File: src/rtl/fifo_arb_pkg.sv
// Shared types and defaults for the FIFO write-port arbiter.
package fifo_arb_pkg;
   typedef enum logic {IDLE = 1'b0, BURST = 1'b1} state_t;

   localparam int DW_DEF    = 8;
   localparam int DEPTH_DEF = 8;
   localparam int LEVEL_W   = $clog2(DEPTH_DEF + 1);
endpackage

File: src/rtl/fifo_wr_arbiter_rr_pick.sv
// Combinational round-robin picker: first requester strictly after ptr, circularly.
module rr_pick #(
   parameter int N  = 4,
   parameter int IW = (N > 1) ? $clog2(N) : 1
) (
   input  logic [N-1:0]  req,
   input  logic [IW-1:0] ptr,
   output logic [N-1:0]  onehot,
   output logic [IW-1:0] idx,
   output logic          any
);
   logic [IW-1:0] w_c;

   always_comb begin
      onehot = '0;
      idx    = '0;
      any    = 1'b0;
      w_c    = '0;
      for (int k = 1; k <= N; k++) begin
         w_c = IW'((int'(ptr) + k) % N);
         if (!any && req[w_c]) begin
            any         = 1'b1;
            idx         = w_c;
            onehot[w_c] = 1'b1;
         end
      end
   end
endmodule

File: src/rtl/fifo_wr_arbiter.sv
// Round-robin burst arbiter for the write port of a small byte FIFO,
// with a credit counter that counts bytes at accept time so the FIFO never overruns.
module fifo_wr_arbiter
   import fifo_arb_pkg::*;
#(
   parameter int N_REQ     = 4,
   parameter int DW        = DW_DEF,
   parameter int DEPTH     = DEPTH_DEF,
   parameter int MAX_BURST = 4
) (
   input  logic                       clk,
   input  logic                       reset_n,
   input  logic [N_REQ-1:0]           req,
   input  logic [N_REQ*DW-1:0]        req_data,
   input  logic [N_REQ-1:0]           req_last,
   output logic [N_REQ-1:0]           gnt,
   output logic [N_REQ-1:0]           ack,
   input  logic                       fifo_full,
   input  logic                       fifo_rd,
   output logic                       fifo_wr,
   output logic [DW-1:0]              fifo_data_in,
   output logic [$clog2(DEPTH+1)-1:0] level,
   output logic                       busy
);
   localparam int IW = (N_REQ > 1) ? $clog2(N_REQ) : 1;
   localparam int LW = $clog2(DEPTH + 1);
   localparam int BW = $clog2(MAX_BURST + 1);

   state_t            r_state, w_state_nxt;
   logic [N_REQ-1:0]  r_gnt, w_gnt_nxt;
   logic [IW-1:0]     r_gidx, w_gidx_nxt;
   logic [IW-1:0]     r_ptr, w_ptr_nxt;
   logic [BW-1:0]     r_beat, w_beat_nxt;
   logic [LW-1:0]     r_level;
   logic              r_wr;
   logic [DW-1:0]     r_data;

   logic [N_REQ-1:0]  w_pick_oh;
   logic [IW-1:0]     w_pick_idx;
   logic              w_pick_any;
   logic              w_can_write, w_acc, w_release;
   logic [BW-1:0]     w_beat_inc;

   rr_pick #(.N(N_REQ), .IW(IW)) u_pick (
      .req    (req),
      .ptr    (r_ptr),
      .onehot (w_pick_oh),
      .idx    (w_pick_idx),
      .any    (w_pick_any)
   );

   // fifo_full is only a backup: the credit count already covers the in-flight byte
   assign w_can_write = (r_level < LW'(DEPTH)) && !fifo_full;
   assign w_acc       = (r_state == BURST) && req[r_gidx] && w_can_write;
   assign w_beat_inc  = r_beat + BW'(1);
   assign w_release   = !req[r_gidx] ||
                        (w_acc && (req_last[r_gidx] || (w_beat_inc == BW'(MAX_BURST))));

   assign ack          = w_acc ? r_gnt : '0;
   assign gnt          = r_gnt;
   assign fifo_wr      = r_wr;
   assign fifo_data_in = r_data;
   assign level        = r_level;
   assign busy         = (r_state == BURST);

   always_comb begin
      w_state_nxt = r_state;
      w_gnt_nxt   = r_gnt;
      w_gidx_nxt  = r_gidx;
      w_ptr_nxt   = r_ptr;
      w_beat_nxt  = r_beat;
      case (r_state)
         IDLE: begin
            if (w_pick_any) begin
               w_state_nxt = BURST;
               w_gnt_nxt   = w_pick_oh;
               w_gidx_nxt  = w_pick_idx;
               w_beat_nxt  = '0;
            end
         end
         BURST: begin
            if (w_acc) w_beat_nxt = w_beat_inc;
            if (w_release) begin
               w_state_nxt = IDLE;
               w_gnt_nxt   = '0;
               w_ptr_nxt   = r_gidx;
            end
         end
         default: w_state_nxt = IDLE;
      endcase
   end

   always_ff @(posedge clk or negedge reset_n) begin
      if (!reset_n) begin
         r_state <= IDLE;
         r_gnt   <= '0;
         r_gidx  <= '0;
         r_ptr   <= IW'(N_REQ - 1);
         r_beat  <= '0;
         r_level <= '0;
         r_wr    <= 1'b0;
         r_data  <= '0;
      end else begin
         r_state <= w_state_nxt;
         r_gnt   <= w_gnt_nxt;
         r_gidx  <= w_gidx_nxt;
         r_ptr   <= w_ptr_nxt;
         r_beat  <= w_beat_nxt;
         r_wr    <= w_acc;
         if (w_acc) r_data <= req_data[r_gidx*DW +: DW];
         case ({w_acc, fifo_rd && (r_level != '0)})
            2'b10:   r_level <= r_level + LW'(1);
            2'b01:   r_level <= r_level - LW'(1);
            default: r_level <= r_level;
         endcase
      end
   end
endmodule

File: config.mk
export PLATFORM = sky130hd
export DESIGN_NAME = fifo_wr_arbiter
export DESIGN_NICKNAME = d
export VERILOG_FILES = /design/src/rtl/fifo_arb_pkg.sv /design/src/rtl/fifo_wr_arbiter_rr_pick.sv /design/src/rtl/fifo_wr_arbiter.sv
export SDC_FILE = /design/constraint.sdc
export NUM_CORES = 1
export LEC_CHECK = 0
export ABC_AREA = 1
export BUFFER_PORTS_ARGS = -buffer_cell sky130_fd_sc_hd__buf_4
export CAP_MARGIN = 20
export CORE_MARGIN = 4
export CORE_UTILIZATION = 46
export CTS_BUF_LIST = sky130_fd_sc_hd__clkbuf_16
export CTS_CLUSTER_SIZE = 10
export DETAILED_ROUTE_END_ITERATION = 8
export GPL_TIMING_DRIVEN = 0
export PLACE_DENSITY = 0.75
export SYNTH_ARGS = -nofsm -noshare
export SYNTH_HDL_FRONTEND = slang
export SYNTH_SLANG_ARGS = --single-unit
export TNS_END_PERCENT = 20
File: constraint.sdc
create_clock -name clk -period 2.2 [get_ports clk]
set_input_delay 0.22 -clock clk [delete_from_list [all_inputs] [get_ports clk]]
set_output_delay 0.22 -clock clk [all_outputs]
set_load 0.03 [all_outputs]
==> out/summary.json <==
{
  "power.switching_fraction": {"value": 51.1, "unit": "%"},
  "yosys.cell_types.count": {"value": 29},
  "critPathSlowestCell": {"value": "sky130_fd_sc_hd__dfrtp_1"},
  "fraction_of_layout_instances_using_a_drive_strength_above_1": {"value": 34.0, "unit": "%"},
  "synthesis.area_per_instance": {"value": 7.15, "unit": "sq um"},
  "global_route.usage.total": {"value": 20.7, "unit": "%"},
  "crit_path_max_fanout": {"value": 3},
  "ff_latch_area": {"value": 629, "unit": "sq um"},
  "finalWeightedCongestion": {"value": 0.838},
  "post-place-cells": {"value": 385},
  "synthesis.instances": {"value": 270},
  "tritoncts_clock_tree": {"value": "built"},
  "fillCellCount": {"value": 350},
  "layout_commonest_cell": {"value": "sky130_fd_sc_hd__buf_4"},
  "setup_total_negative_slack": {"value": 0, "unit": "ns"},
  "seq_pwr_share": {"value": 20.5, "unit": "%"},
  "mappedNetlistArea": {"value": 1930, "unit": "sq um"},
  "power.density": {"value": 1560, "unit": "nW/um^2"},
  "timing.final.crit_period": {"value": 2.15, "unit": "ns"},
  "worst_clock_skew": {"value": 0.00211, "unit": "ns"},
  "holdCritPathClass": {"value": "in2reg"},
  "grt_first_pass_wirelength": {"value": 8960, "unit": "um"},
  "drt_first_pass_iters": {"value": 4},
  "maxClockFrequency": {"value": 0.465, "unit": "GHz"},
  "boundaryPins": {"value": 66},
  "synthTopCellsByArea": {"value": "sky130_fd_sc_hd__dfrtp_1 (30%), sky130_fd_sc_hd__nand2_1 (14%), sky130_fd_sc_hd__ha_1 (8.4%)"},
  "report.final.slew_viol_count": {"value": 0},
  "fp.dieW": {"value": 72.8, "unit": "um"},
  "wl_per_cell": {"value": 13.6, "unit": "um"},
  "clock_sinks": {"value": 25},
  "rsz0062_at_grt": {"value": "true"},
  "routed_wl": {"value": 5430, "unit": "um"},
  "clk_pin_slew_worst_paths": {"value": 0.06, "unit": "ns"},
  "critical_path_class": {"value": "reg2reg"},
  "antenna_found_initial": {"value": 0},
  "timing.final.hold_violations": {"value": 0},
  "clk_path_buf_depth": {"value": 2},
  "overflow_after_grt": {"value": 0},
  "nets_final": {"value": 408},
  "synth.ff_latch_count": {"value": 25},
  "core": {"value": 4030, "unit": "sq um"},
  "worst_slew_pin_slew": {"value": 0.473, "unit": "ns"},
  "drt-vias-per-instance": {"value": 5.14},
  "power_leakage": {"value": 1.44, "unit": "nW"},
  "master_cell_of_the_clock_root_buffer": {"value": "sky130_fd_sc_hd__clkbuf_16"},
  "diodes": {"value": 0},
  "synthToLayoutAreaGrowth": {"value": 42.8, "unit": "%"},
  "drt_iter0_markers": {"value": 113},
  "proportion_of_netlist_area_held_by_the_largest_area_contributor": {"value": 29.8, "unit": "%"},
  "max_cap_violations": {"value": 0},
  "syn_nets": {"value": 327},
  "biggest_area_consumer_among_synthesized_cells": {"value": "sky130_fd_sc_hd__dfrtp_1"},
  "drcViolationCount": {"value": 0},
  "dp_hpwl": {"value": 4020, "unit": "um"},
  "number_of_global_route_vias_before_repair": {"value": 1998},
  "die_y": {"value": 72.8, "unit": "um"},
  "share_of_total_power_in_the_clock_network": {"value": 9.2, "unit": "%"},
  "port_buffers": {"value": 65},
  "cp-start-kind": {"value": "flip-flop"},
  "critical_path_arrival": {"value": 2.30, "unit": "ns"},
  "power.share.combinational": {"value": 70.3, "unit": "%"},
  "floorplan.initialDensity": {"value": 47.9, "unit": "%"},
  "most-common-layout-cells": {"value": "sky130_fd_sc_hd__buf_4 (77), sky130_fd_sc_hd__nand2_1 (73), sky130_fd_sc_hd__nor2_1 (29)"},
  "clock_latency": {"value": 0.26, "unit": "ns"},
  "ctsHtreeMaxLevel": {"value": 1},
  "setup.worst_path.end_class": {"value": "flip-flop"},
  "slew-limit-headroom": {"value": 68.5, "unit": "%"},
  "critical_path.cell_chain": {"value": "inv_2, buf_6, o21ai_1, o21ai_2, nand2_4, buf_8, ha_4, xor2_4, ha_2, a21oi_2, xor2_1, o21ai_1"},
  "critPathMaxStageDelay": {"value": 0.42, "unit": "ns"},
  "maximum_number_of_pins_on_one_net_before_global_route_repair": {"value": 26},
  "die-area": {"value": 5290, "unit": "sq um"},
  "cellInternalPower": {"value": 0.00210, "unit": "W"},
  "fin_crit_sh": {"value": 97.7, "unit": "%"},
  "drt.antenna.violating_nets": {"value": 0},
  "outcome": {"value": "completed"},
  "irDropWorstVdd": {"value": 0.972, "unit": "mV"},
  "timing.final.setup_violations": {"value": 0},
  "final_cell_count_no_fill": {"value": 400},
  "via_count": {"value": 2057},
  "multi_input_comb_area": {"value": 1250, "unit": "sq um"},
  "cell_occurring_most_often_along_the_worst_timing_path": {"value": "sky130_fd_sc_hd__o21ai_1"},
  "critical_path_required": {"value": 2.35, "unit": "ns"},
  "ys.warnings.count": {"value": 0},
  "total_switching_power": {"value": 0.00219, "unit": "W"},
  "placementRows": {"value": 23},
  "tritoncts.num_buffers": {"value": 3},
  "seq_area_frac_synth": {"value": 32.6, "unit": "%"}
}
==> cells by family after synthesis <==
family          Yosys count  synth area share [%]
compound gates           50                  14.5
buf+inv                  31                  7.20
flops                    25                  32.6
simple gates            145                  34.6
xor+xnor                  6                  2.72
fa+ha+maj                13                  8.43
==> state kept, by name (all words and copies together) (netlist names) <==
register      count
r_ptr             2
fifo_wr           1
busy              1
level             4
fifo_data_in      8
gnt               4
r_gidx            2
r_beat            3
==> final cells by class <==
type | instances | share of cell area, %
multi-input cells | 214 | 45.5
flip-flops and latches | 25 | 22.8
repair buffers | 76 | 20.8
plain buffers | 10 | 2.86
inverters | 21 | 2.86
clock buffers | 3 | 2.72
well taps | 50 | 2.27
clock inverters | 1 | 0.136
==> metal layers <==
metal  track usage, %  up-vias  part of all wire, %
li1                 -     1050                    -
met1             29.2      928                   44
met2             33.7       74                   49
met3             2.89        5                  7.0
met4             4.71        0                 0.77
met5                0        -                    0
==> critical path: cells and delay by family (launching register included) <==
| kind | cells | cell delay, ns |
|---|---|---|
| compound gates | 4 | 0.50 |
| xor+xnor | 2 | 0.37 |
| fa+ha+maj | 2 | 0.37 |
| buf+inv | 3 | 0.30 |
| flops | 1 | 0.42 |
| simple gates | 1 | 0.08 |
==> synth_stat cells, drive strengths merged <==
library cell,count
nand2,79
nor2,32
o21ai,29
nand3,26
dfrtp,23
inv,21
ha,13
a21oi,8
o22ai,8
buf,6
nand4,6
a21boi,4
clkbuf,4
xor2,4
dfstp,2
xnor2,2
nand3b,1
nor3,1
o21a,1
==> stage by stage <==
stage	area [sq um]	hold WS (ns)	setup slack [ns]	total power [W]	utilization, %
after floorplan	1950	-0.0756	0.0157	0.00281	-
after global placement	2500	0.138	-0.316	0.00348	62.0
after detailed placement	2500	0.143	-0.406	0.00355	62.0
after CTS	2660	0.333	0.0128	0.00409	65.9
after global routing	2760	0.363	-0.0833	0.00467	68.4
final	2760	0.336	0.0503	0.00429	68.4
==> worst paths after layout <==
kind / depth (start not counted) / start / endpoint / slack [ns]
hold / removal: 5 / req_data[2] / fifo_data_in[2] / 0.34
setup / recovery: 12 / r_gidx[1] / level[2] / 0.05
min in group asynchronous: 2 / reset_n / fifo_wr / 0.41
max in group asynchronous: 2 / reset_n / r_ptr[1] / 1.50
hold reg to reg: 2 / fifo_data_in[6] / fifo_data_in[6] / 0.49
setup reg to reg: 12 / r_gidx[1] / level[2] / 0.05
==> power by group through the flow <==
stage | registers (W) | clock network, W | logic, W
detailed placement | 0.000894 | 0 | 0.00266
global route | 0.000911 | 0.000419 | 0.00334
finish | 0.000880 | 0.000396 | 0.00301
CTS | 0.000898 | 0.000402 | 0.00278
global placement | 0.000895 | 0 | 0.00259
floorplan | 0.00111 | 0 | 0.00169
==> what timing repair did <==
item	CTS	global route
pin swaps	1	1
endpoints found under the setup margin	16	11
gates resized for setup	10	8
setup buffers	3	7
endpoints found under the hold margin	23	0
gates cloned	0	0
hold buffers	1	0
No activity file was read; power rests on OpenSTA's default activity.
